--- src/rtl/ps2_keyboard_rx.sv ---
// ps2_keyboard_rx
// PS/2 keyboard frame receiver and scancode framer for the ZX81 core.
// Samples the raw PS/2 pins, filters the clock, validates 11-bit
// device-to-host frames and folds the E0 (extended) / F0 (release)
// prefixes into one toggle-strobed key event word.
//
// Optional feature macro: PS2_PARITY_CHECK_EN
//   defined   -> frames must carry odd parity (data + parity bit); a
//                parity failure pulses err and emits no event.
//   undefined -> the parity bit is clocked past and ignored.
//
// Ports:
//   clk       in   system clock (CPU clock, 3.25 MHz)
//   reset     in   synchronous active-low reset
//   ps2_clk   in   raw PS/2 clock pin (asynchronous)
//   ps2_data  in   raw PS/2 data pin (asynchronous)
//   ps2_key   out  [10] event toggle, [9] pressed, [8] extended, [7:0] scancode
//   err       out  one-cycle pulse on framing, parity or timeout error
module ps2_keyboard_rx #(
  parameter int FILTER_LEN     = 8,
  parameter int TIMEOUT_CYCLES = 6500
) (
  input  logic        clk,
  input  logic        reset,
  input  logic        ps2_clk,
  input  logic        ps2_data,
  output logic [10:0] ps2_key,
  output logic        err
);

  localparam int FW = $clog2(FILTER_LEN + 1);
  localparam int TW = $clog2(TIMEOUT_CYCLES);

  typedef enum logic [1:0] {
    S_IDLE,
    S_DATA,
    S_PARITY,
    S_STOP
  } state_e;

  logic [1:0]    clk_sync_q;
  logic [1:0]    dat_sync_q;
  logic [FW-1:0] filt_cnt_q, filt_cnt_d;
  logic          fclk_q, fclk_d;
  state_e        state_q, state_d;
  logic [7:0]    shift_q, shift_d;
  logic [2:0]    bit_cnt_q, bit_cnt_d;
  logic [TW-1:0] tout_q, tout_d;
  logic          ext_q, ext_d;
  logic          rel_q, rel_d;
  logic [10:0]   key_q, key_d;
  logic          err_q, err_d;
`ifdef PS2_PARITY_CHECK_EN
  logic          par_q, par_d;
`endif

  logic fall;
  logic data_bit;
  logic frame_ok;

  assign data_bit = dat_sync_q[1];

  // Clock glitch filter: the filtered clock follows the synchronised pin
  // only once FILTER_LEN consecutive samples disagree with it.
  always_comb begin
    filt_cnt_d = filt_cnt_q;
    fclk_d     = fclk_q;
    if (clk_sync_q[1] == fclk_q) begin
      filt_cnt_d = '0;
    end else if (filt_cnt_q == FW'(FILTER_LEN - 1)) begin
      fclk_d     = clk_sync_q[1];
      filt_cnt_d = '0;
    end else begin
      filt_cnt_d = filt_cnt_q + 1'b1;
    end
  end

  // Falling edge of the filtered clock, flagged in the cycle it happens.
  assign fall = fclk_q & ~fclk_d;

  // Frame FSM, timeout and prefix folding.
  always_comb begin
    state_d   = state_q;
    shift_d   = shift_q;
    bit_cnt_d = bit_cnt_q;
    tout_d    = tout_q;
    ext_d     = ext_q;
    rel_d     = rel_q;
    key_d     = key_q;
    err_d     = 1'b0;
    frame_ok  = 1'b0;
`ifdef PS2_PARITY_CHECK_EN
    par_d     = par_q;
`endif

    if (fall) begin
      // A clock edge always takes priority over an expiring timeout.
      tout_d = '0;
      unique case (state_q)
        S_IDLE: begin
          if (!data_bit) begin
            state_d   = S_DATA;
            bit_cnt_d = '0;
          end else begin
            err_d = 1'b1;
            ext_d = 1'b0;
            rel_d = 1'b0;
          end
        end
        S_DATA: begin
          shift_d   = {data_bit, shift_q[7:1]};
          bit_cnt_d = bit_cnt_q + 1'b1;
          if (bit_cnt_q == 3'd7) state_d = S_PARITY;
        end
        S_PARITY: begin
`ifdef PS2_PARITY_CHECK_EN
          par_d = data_bit;
`endif
          state_d = S_STOP;
        end
        S_STOP: begin
          state_d = S_IDLE;
`ifdef PS2_PARITY_CHECK_EN
          frame_ok = data_bit & (^{shift_q, par_q});
`else
          frame_ok = data_bit;
`endif
          if (!frame_ok) begin
            err_d = 1'b1;
            ext_d = 1'b0;
            rel_d = 1'b0;
          end
        end
        default: state_d = S_IDLE;
      endcase
    end else if (state_q == S_IDLE) begin
      tout_d = '0;
    end else if (tout_q == TW'(TIMEOUT_CYCLES - 1)) begin
      state_d = S_IDLE;
      tout_d  = '0;
      err_d   = 1'b1;
      ext_d   = 1'b0;
      rel_d   = 1'b0;
    end else begin
      tout_d = tout_q + 1'b1;
    end

    if (frame_ok) begin
      unique case (shift_q)
        8'hE0: ext_d = 1'b1;
        8'hF0: rel_d = 1'b1;
        8'hE1: ;
        default: begin
          // AA (BAT pass) and FA (ACK) are only key codes when prefixed.
          if (!((shift_q == 8'hAA || shift_q == 8'hFA) && !ext_q && !rel_q)) begin
            key_d = {~key_q[10], ~rel_q, ext_q, shift_q};
            ext_d = 1'b0;
            rel_d = 1'b0;
          end
        end
      endcase
    end
  end

  always_ff @(posedge clk) begin
    if (!reset) begin
      clk_sync_q <= 2'b11;
      dat_sync_q <= 2'b11;
      filt_cnt_q <= '0;
      fclk_q     <= 1'b1;
      state_q    <= S_IDLE;
      shift_q    <= '0;
      bit_cnt_q  <= '0;
      tout_q     <= '0;
      ext_q      <= 1'b0;
      rel_q      <= 1'b0;
      key_q      <= '0;
      err_q      <= 1'b0;
`ifdef PS2_PARITY_CHECK_EN
      par_q      <= 1'b0;
`endif
    end else begin
      clk_sync_q <= {clk_sync_q[0], ps2_clk};
      dat_sync_q <= {dat_sync_q[0], ps2_data};
      filt_cnt_q <= filt_cnt_d;
      fclk_q     <= fclk_d;
      state_q    <= state_d;
      shift_q    <= shift_d;
      bit_cnt_q  <= bit_cnt_d;
      tout_q     <= tout_d;
      ext_q      <= ext_d;
      rel_q      <= rel_d;
      key_q      <= key_d;
      err_q      <= err_d;
`ifdef PS2_PARITY_CHECK_EN
      par_q      <= par_d;
`endif
    end
  end

  assign ps2_key = key_q;
  assign err     = err_q;

endmodule

--- config.mk ---
export PLATFORM = sky130hd
export DESIGN_NAME = ps2_keyboard_rx
export DESIGN_NICKNAME = d
export VERILOG_FILES = /design/src/rtl/ps2_keyboard_rx.sv
export SDC_FILE = /design/constraint.sdc
export NUM_CORES = 1
export LEC_CHECK = 0
export BUFFER_PORTS_ARGS = -buffer_cell sky130_fd_sc_hd__buf_2
export CORE_UTILIZATION = 35
export CTS_CLUSTER_DIAMETER = 100
export DETAILED_ROUTE_END_ITERATION = 10
export SLEW_MARGIN = 20
export SYNTH_ARGS = -nofsm -noshare
export SYNTH_HDL_FRONTEND = slang
export SYNTH_SLANG_ARGS = --single-unit
--- constraint.sdc ---
create_clock -name clk -period 1.9 [get_ports clk]
set_clock_uncertainty 0.2 [all_clocks]
set_input_delay 0 -clock clk [delete_from_list [all_inputs] [get_ports clk]]
set_output_delay 0 -clock clk [all_outputs]
set_load 0.02 [all_outputs]
* Yosys cells after proc, flatten, opt, wreduce, memory -nomap -nowiden
Cells that the tools add are included.
** Storage, ports and cells
- Register bits :: 49
- Input port bits :: 4
- Output and inout port bits :: 12
- Word-level logic and storage cells :: 90
** Cells by class
- Add/sub/neg operators :: 3
- Equality and inequality tests :: 15
- Muxes and demuxes :: 36
- Bitwise gates (word level) :: 7
- Reductions and logical operators :: 17
** Operators with widths (number)
- 8-bit == test (second input constant) :: 5
- 1-bit two-way mux :: 23
- 13-bit by 1-bit adder with 13-bit output (second input constant) :: 1
- 13-bit == test (second input constant) :: 1
- 2-bit two-way mux :: 5
- 1-bit one-hot mux with 2 select lines :: 5
- 2-bit one-hot mux with 4 select lines :: 1
- 1-bit NOT :: 6
- 3-bit one-hot mux with 2 select lines :: 1
- 3-bit AND reduction :: 2
- 3-bit OR reduction :: 2
- 4-bit by 1-bit adder with 4-bit output (second input constant) :: 1
- 2-bit == test (second input constant) :: 2
- 4-bit by 3-bit == test with 1-bit output (second input constant) :: 1
- 2-bit != test (second input constant) :: 2
- 4-bit AND reduction :: 1
- 2-bit nonzero test :: 2
- 2-bit OR reduction :: 2
- 4-bit OR reduction :: 1
- 3-bit by 1-bit adder with 3-bit output (second input constant) :: 1
- 3-bit == test (second input constant) :: 1
- 3-bit two-way mux :: 1
- 3-bit != test (second input constant) :: 1
- 2-bit by 1-bit == test with 1-bit output (second input constant) :: 1
- other kinds (7) :: 9

* Depth between registers and ports, before layout
Gate-level depths: netlist (run 1).
- Depth after elaboration :: 9
- Mapped depth :: 7
- Gate-level depth less buffers :: 6

* Worst setup path before layout (run 1)
OpenSTA, ideal clock, no wires.
- Kind :: flip-flop to flip-flop
- Start :: register filt_cnt_q[0]
- End :: register state_q[0]
- Setup time :: 0.132 ns
- Arrival :: 1.514 ns
- Required time :: 1.568 ns
- Path slack :: 0.054 ns
- Stages on the path, launching flop included :: 8
- Buffers on the path :: 2
- Clock period less this slack :: 1.846 ns
- Cells stage by stage :: dfxtp_1 ha_1 and3b_1 buf_4 and2_1 buf_6 o31ai_1 o32ai_1
** Between the ends
- Longest elaborated chain between the ends :: 7
- Elaborated cells on any way between the ends :: 10
- Classes of those cells :: eq/ne: 3; mux: 3; bitwise: 2; reduce/logical: 2
** Ends and longest elaborated chain
- from (decl) :: line 43 : logic [FW-1:0] filt_cnt_q, filt_cnt_d;
- from (signal assigned) :: line 185 : filt_cnt_q <= filt_cnt_d;
- 4-bit by 3-bit == test with 1-bit output * :: line 70 : end else if (filt_cnt_q == FW'(FILTER_LEN - 1)) begin
- 1-bit two-way mux * :: line 70
- 1-bit two-way mux * :: line 68 : if (clk_sync_q[1] == fclk_q) begin
- 1-bit NOT * :: line 79 : assign fall = fclk_q & ~fclk_d;
- 1-bit bitwise AND * :: line 79
- 3-bit != test (no source line) (tied with other cells)
- 4-bit AND reduction (no source line)
- to (signal assigned) :: line 187 : state_q <= state_d;
- to (decl) :: line 45 : state_e state_q, state_d;
Every way passes the cells marked *; elsewhere a longest branch is shown, timed or not.
A chain may end at the register's enable or synchronous reset.

* Worst setup path in the final report (run 1)
- Start :: register filt_cnt_q[0]
- End :: register key_q[7] (netlist: ps2_key[7])
** Between the ends
- Longest elaborated chain between the ends :: 7
** Ends and longest elaborated chain
- 4-bit by 3-bit == test with 1-bit output :: line 70
- 1-bit two-way mux :: line 70
- 1-bit two-way mux :: line 68
- 1-bit NOT :: line 79
- 1-bit bitwise AND :: line 79
- 1-bit two-way mux :: line 96 : if (fall) begin
- 3-bit AND reduction (no source line)
- to (signal assigned) :: line 193 : key_q <= key_d;
- to (decl) :: line 51 : logic [10:0] key_q, key_d;
No other way between the ends.

==> results of run 1 <==
-- metal layers --
metal | up-vias | routed length, um | track usage, %
li1 | 885 | - | -
met1 | 766 | 2050 | 16.9
met2 | 23 | 1880 | 23.5
met3 | 5 | 113 | 3.33
met4 | 0 | 48 | 5.26
met5 | - | 0 | 0
-- stage by stage --
step	utilization, %	instance area [um^2]	setup TNS [ns]	std cells
after floorplan	-	2240	0	240
after global placement	40.9	2480	0	336
after detailed placement	40.9	2480	-0.299	336
after CTS	42.7	2590	0	345
after global routing	43.4	2630	-0.164	348
final	43.4	2630	0	348
-- cells in the mapped netlist (2+ instances only) --
cell / instances / area [um^2]
nand4_1: 4 / 25.0
nand2b_1: 8 / 50.1
a21oi_1: 5 / 25.0
mux2i_1: 19 / 190
inv_1: 11 / 41.3
nand3b_1: 2 / 15.0
nand3_1: 10 / 50.1
o32ai_1: 3 / 26.3
nor4_1: 3 / 18.8
o311ai_1: 2 / 17.5
nor2_1: 30 / 113
xor2_1: 5 / 43.8
ha_1: 8 / 100
o21ai_0: 5 / 25.0
dfxtp_1: 49 / 981
buf_4: 2 / 15.0
clkbuf_1: 6 / 22.5
xnor2_1: 10 / 87.6
and2_1: 2 / 12.5
nor3_1: 3 / 15.0
nand2_1: 28 / 105
-- worst max-delay path by stage --
stage                   from          to  slack (ns)  cells after the start
6_report       filt_cnt_q[0]  ps2_key[7]        0.08                      6
5_1_grt        filt_cnt_q[0]  ps2_key[2]       -0.04                      6
4_1_cts        filt_cnt_q[0]  ps2_key[7]        0.02                      6
3_5_place_dp   filt_cnt_q[0]  ps2_key[1]       -0.03                      6
3_3_place_gp   filt_cnt_q[0]  ps2_key[1]        0.04                      6
2_1_floorplan  filt_cnt_q[0]  state_q[0]        0.05                      7
-- what timing repair did --
action | 4_1_cts | 5_1_grt
hold buffers | 3 | 0
setup buffers | 0 | 3
setup endpoints to repair | 12 | 32
hold endpoints to repair | 11 | 0
pin swaps | 0 | 1
resized for setup | 1 | 5
-- sequential cells by signal (all words and copies together) (netlist names) --
register and count:
state_q 2, filt_cnt_q 4, err 1, ext_q 1, fclk_q 1, clk_sync_q 2, shift_q 8, tout_q 13
rel_q 1, bit_cnt_q 3, ps2_key 11, dat_sync_q 2
-- where the power goes --
| group | switching [uW] | internal (uW) | leakage, uW |
|---|---|---|---|
| Clock | 312 | 243 | 0.0000399 |
| Combinational | 24.6 | 14.7 | 0.000554 |
| Sequential | 4.23 | 1030 | 0.000397 |
-- kinds of logic after synthesis --
kind of cell / Yosys count / synth area share, %
flops: 49 / 43.8
xor+xnor: 15 / 5.86
simple gates: 102 / 23.7
fa+ha+maj: 8 / 4.47
mux: 19 / 8.49
buf+inv: 22 / 4.91
compound gates: 25 / 8.77
-- final cells by class --
class | instances | area, um^2
flip-flops and latches | 49 | 983
fillers | 612 | 3430
clock buffers | 5 | 68.8
well taps | 75 | 93.8
clock inverters | 1 | 5.00
inverters | 11 | 41.3
multi-input cells | 169 | 1170
repair buffers | 38 | 268
-- worst max-delay path: stages (launching register included) --
cell      delay [ns]
dfxtp_2         0.36
ha_4            0.13
and3b_2         0.26
nand4_4         0.15
a311oi_4        0.30
buf_12          0.18
mux2i_1         0.17
==> impl_metrics.ini, run 1 <==
[outcome]
outcome = completed

[pwr]
finalPower_uw = 1630
power.leakage_uw = 0.000990
ir_drop_uv = 411
powerDensity_mw_per_mm2 = 620

[drt]
drc = 0
post_drt_wl_per_cell_um = 11.7
via_per_inst = 4.82
drt_iter0_drc = 51
drtPass1Iterations = 4
ant_nets = 0
via_count = 1679
wl_um = 4080

[setup_path]
critPathMaxFanout = 9
crit_required_ns = 1.93
crit_type = reg -> reg
r2r_start = filt_cnt_q[0]
cp.arrival_ns = 1.85
crit_path_end_kind = register
start_kind = register
reg2reg_depth = 6
r2r_end = ps2_key[7]
ff2ff_setup_slack_ns = 0.08

[timing]
hold_viol = 0
setup_viol_count_final = 0
worst_slew_pin_slew_ns = 0.440
min_period_over_period_pct = 96.0
fmax_mhz = 548
slew_headroom_pct = 70.6
rsz0062_at_grt = yes
setup_slack_ns = 0.0755
hold_slack_ns = 0.210
finalCriticalPeriod_ns = 1.82
maxSlewViolCount = 0

[grt]
grt_pass1_vias = 1613
grtUsageTotal_pct = 13.9
grt_pass1_wl_um = 7180
grt_max_degree = 21
antenna_found_initial = 0
overflow = 0

[place]
place_hpwl_um = 2940
place_ws_ns = -0.0347
gp_congestion = 0.803
place.port_buffers = 15

[worst_hold_path]
min_to = dat_sync_q[1]
whs_path_depth = 1
hp-class = reg -> reg
hp-start = dat_sync_q[0]

[synth]
ys_seq_area_share_pct = 43.8
synth.avg_cell_area_um2 = 9.34
syn-num-nets = 252
synthArstFlopShare_pct = 0
synth_enable_flop_cells = 0
ys_seq_elements = 49
synth_top_flop_cell = dfxtp_1
synthesis.area_mm2 = 0.00224
ys.warnings.count = 0
synth.distinct_cells = 46
syn_inst = 240

[die]
rows = 28
core_region_area_mm2 = 0.00606
io_pins = 16
die_h_um = 82.0
die_area_mm2 = 0.00673
start_util_pct = 37.0
die_width_um = 82.0

[final_layout]
syn_to_final_growth_pct = 17.3
diodes = 0
drive_gt1_share_pct = 19.4
final_common_cell = dfxtp_1
final_nets = 286
final_cell_mix = dfxtp_1, nor2_1, nand2_1

[run]
max-cap-violations = 0

[clocking]
cts.sinks = 49
worstSkewPairLatency_ns = 0.29
clk_pin_slew_worst_paths_ns = 0.08
root_buffer = clkbuf_8
ctsHtreeMaxLevel = 2
clockBufferDepth = 2
cts_tree = yes
cts_made_buffers = 5
No activity file was read; power rests on OpenSTA's default activity.
==> inputs of run 2 (changes only) <==
--- a/config.mk
+++ b/config.mk
@@ -6,9 +6,12 @@
 export NUM_CORES = 1
 export LEC_CHECK = 0
 export BUFFER_PORTS_ARGS = -buffer_cell sky130_fd_sc_hd__buf_2
+export CELL_PAD_IN_SITES_DETAIL_PLACEMENT = 1
+export CELL_PAD_IN_SITES_GLOBAL_PLACEMENT = 1
 export CORE_UTILIZATION = 35
 export CTS_CLUSTER_DIAMETER = 100
 export DETAILED_ROUTE_END_ITERATION = 10
+export PLACE_DENSITY_LB_ADDON = 0.1
 export SLEW_MARGIN = 20
 export SYNTH_ARGS = -nofsm -noshare
 export SYNTH_HDL_FRONTEND = slang
==> run 2 against run 1 <==
Net effect: largest cell class unchanged; via count grew 4.1%; worst setup slack improved by 0.015 ns; sequential share of layout area is 1.4 points lower; largest power group unchanged; cell count up 2.0%; critical endpoint is now ps2_key[5]; final area grew 3.6%.
==> impl_metrics.ini, run 2 (same netlist as run 1, synthesis figures left out) <==
[drt]
drc = 0
ant_nets = 0
wl_um = 4840
drt_iter0_drc = 31
post_drt_wl_per_cell_um = 13.6
via_count = 1747
via_per_inst = 4.92
drtPass1Iterations = 4

[pwr]
power.leakage_uw = 0.00103
seq_power_share_pct = 59.2
ir_drop_uv = 282
power.internal_uw = 1340
p_sw_uw = 402
finalPower_uw = 1750
p_clk_share_pct = 38.2
powerDensity_mw_per_mm2 = 641
swShare_pct = 23.0
pwr-share-comb_pct = 2.6

[worst_hold_path]
whs_path_depth = 1
hp-class = reg -> reg

[grt]
overflow = 0
grt_pass1_wl_um = 8110
grtUsageTotal_pct = 16.0
grt_pass1_vias = 1770
antenna_found_initial = 0
grt_max_degree = 36

[final_layout]
finalNonFillerCells = 355
fill_cells = 719
final_nets = 291
largest_register = tout_q
fin_util_pct = 44.9
diodes = 0
final_area_mm2 = 0.00272
final_cell_mix = dfxtp_1, nor2_1, nand2_1
final_common_cell = dfxtp_1
syn_to_final_growth_pct = 21.6
largest_reg_flops = 13
drive_gt1_share_pct = 22.1

[die]
io_pins = 16
start_util_pct = 37.0
rows = 28
core_region_area_mm2 = 0.00606
die_width_um = 82.0
die_h_um = 82.0
die_area_mm2 = 0.00673

[clocking]
clk_pin_slew_worst_paths_ns = 0.10
cts_made_buffers = 5
clockBufferDepth = 2
root_buffer = clkbuf_8
cts.sinks = 49
worstSkewPairLatency_ns = 0.31
cts_tree = yes
ctsHtreeMaxLevel = 2

[timing]
finalCriticalPeriod_ns = 1.81
setup_viol_count_final = 0
fmax_mhz = 553
min_period_over_period_pct = 95.2
hold_viol = 0
maxSlewViolCount = 0
worst_slew_pin_slew_ns = 0.457
slew_headroom_pct = 69.5

[place]
place_area_mm2 = 0.00252
gp_congestion = 0.810
placed_cells = 341
place.port_buffers = 15
place_hpwl_um = 3500

[setup_path]
cp.arrival_ns = 1.86
crit_path_end_kind = register
start_kind = register
critPathMaxFanout = 10
reg2reg_depth = 6
crit_type = reg -> reg
crit_required_ns = 1.95

[run]
max-cap-violations = 0

[outcome]
outcome = completed
-- run 2: cell types whose count changed in the layout (fill, tap and decap cells not counted), moves of 2 or more --
cell / previous run / this run
buf_4: 19 / 21
dlygate4sd3_1: 3 / 5
o21ai_0: 5 / 3
o21ai_1: 0 / 2
o311ai_1: 2 / 0
-- run 2: metrics by stage --
step	setup slack, ns	hold WS, ns	TNS, ns
global placement	-0.00470	-0.0203	-0.00763
global route	-0.00247	0.244	-0.00247
finish	0.0905	0.215	0
detailed placement	-0.0270	-0.0112	-0.0566
floorplan	0.0535	-0.0985	0
CTS	-0.0126	0.218	-0.0126
-- run 2: path summary, 6_finish.rpt --
kind	start	end	slack [ns]
max	filt_cnt_q[1]	ps2_key[5]	0.09
min	dat_sync_q[0]	dat_sync_q[1]	0.22
max reg2reg	filt_cnt_q[1]	ps2_key[5]	0.09
min reg2reg	dat_sync_q[0]	dat_sync_q[1]	0.22
-- run 2: critical path, stage by stage (launching register included) --
cell      delay [ns]
dfxtp_1         0.34
ha_2            0.17
and3b_2         0.23
nand4_4         0.15
a311oi_4        0.30
buf_12          0.18
mux2i_1         0.18
-- run 2: timing repair --
action,CTS,global route
hold buffers,5,0
endpoints found under the hold margin,14,0
gates resized for setup,4,9
pin swaps,1,2
setup endpoints to repair,4,21
setup buffers,0,1
-- run 2: power by group through the flow --
stage          registers, uW  clock network (uW)  logic (uW)
2_1_floorplan           1060                   0        25.1
3_3_place_gp            1060                   0        37.6
3_5_place_dp            1060                   0        37.9
4_1_cts                 1030                 693        45.9
5_1_grt                 1040                 743        51.1
6_report                1030                 667        46.2
-- run 2: layout make-up --
| class | instances | area [um^2] | share of cell area (%) |
|---|---|---|---|
| clock buffer | 6 | 82.6 | 3.03 |
| clock inverter | 2 | 13.8 | 0.505 |
| inverter | 11 | 41.3 | 1.52 |
| multi-input combinational | 169 | 1200 | 43.9 |
| sequential | 49 | 982 | 36.1 |
| tap | 75 | 93.8 | 3.45 |
| timing repair buffer | 43 | 314 | 11.5 |
-- run 2: metal layers --
layer / global-route usage [%] / wire (um) / vias up
li1: - / - / 901
met1: 21.3 / 2520 / 818
met2: 25.0 / 2110 / 21
met3: 3.33 / 128 / 7
met4: 6.32 / 81 / 0
met5: 0 / 0 / -
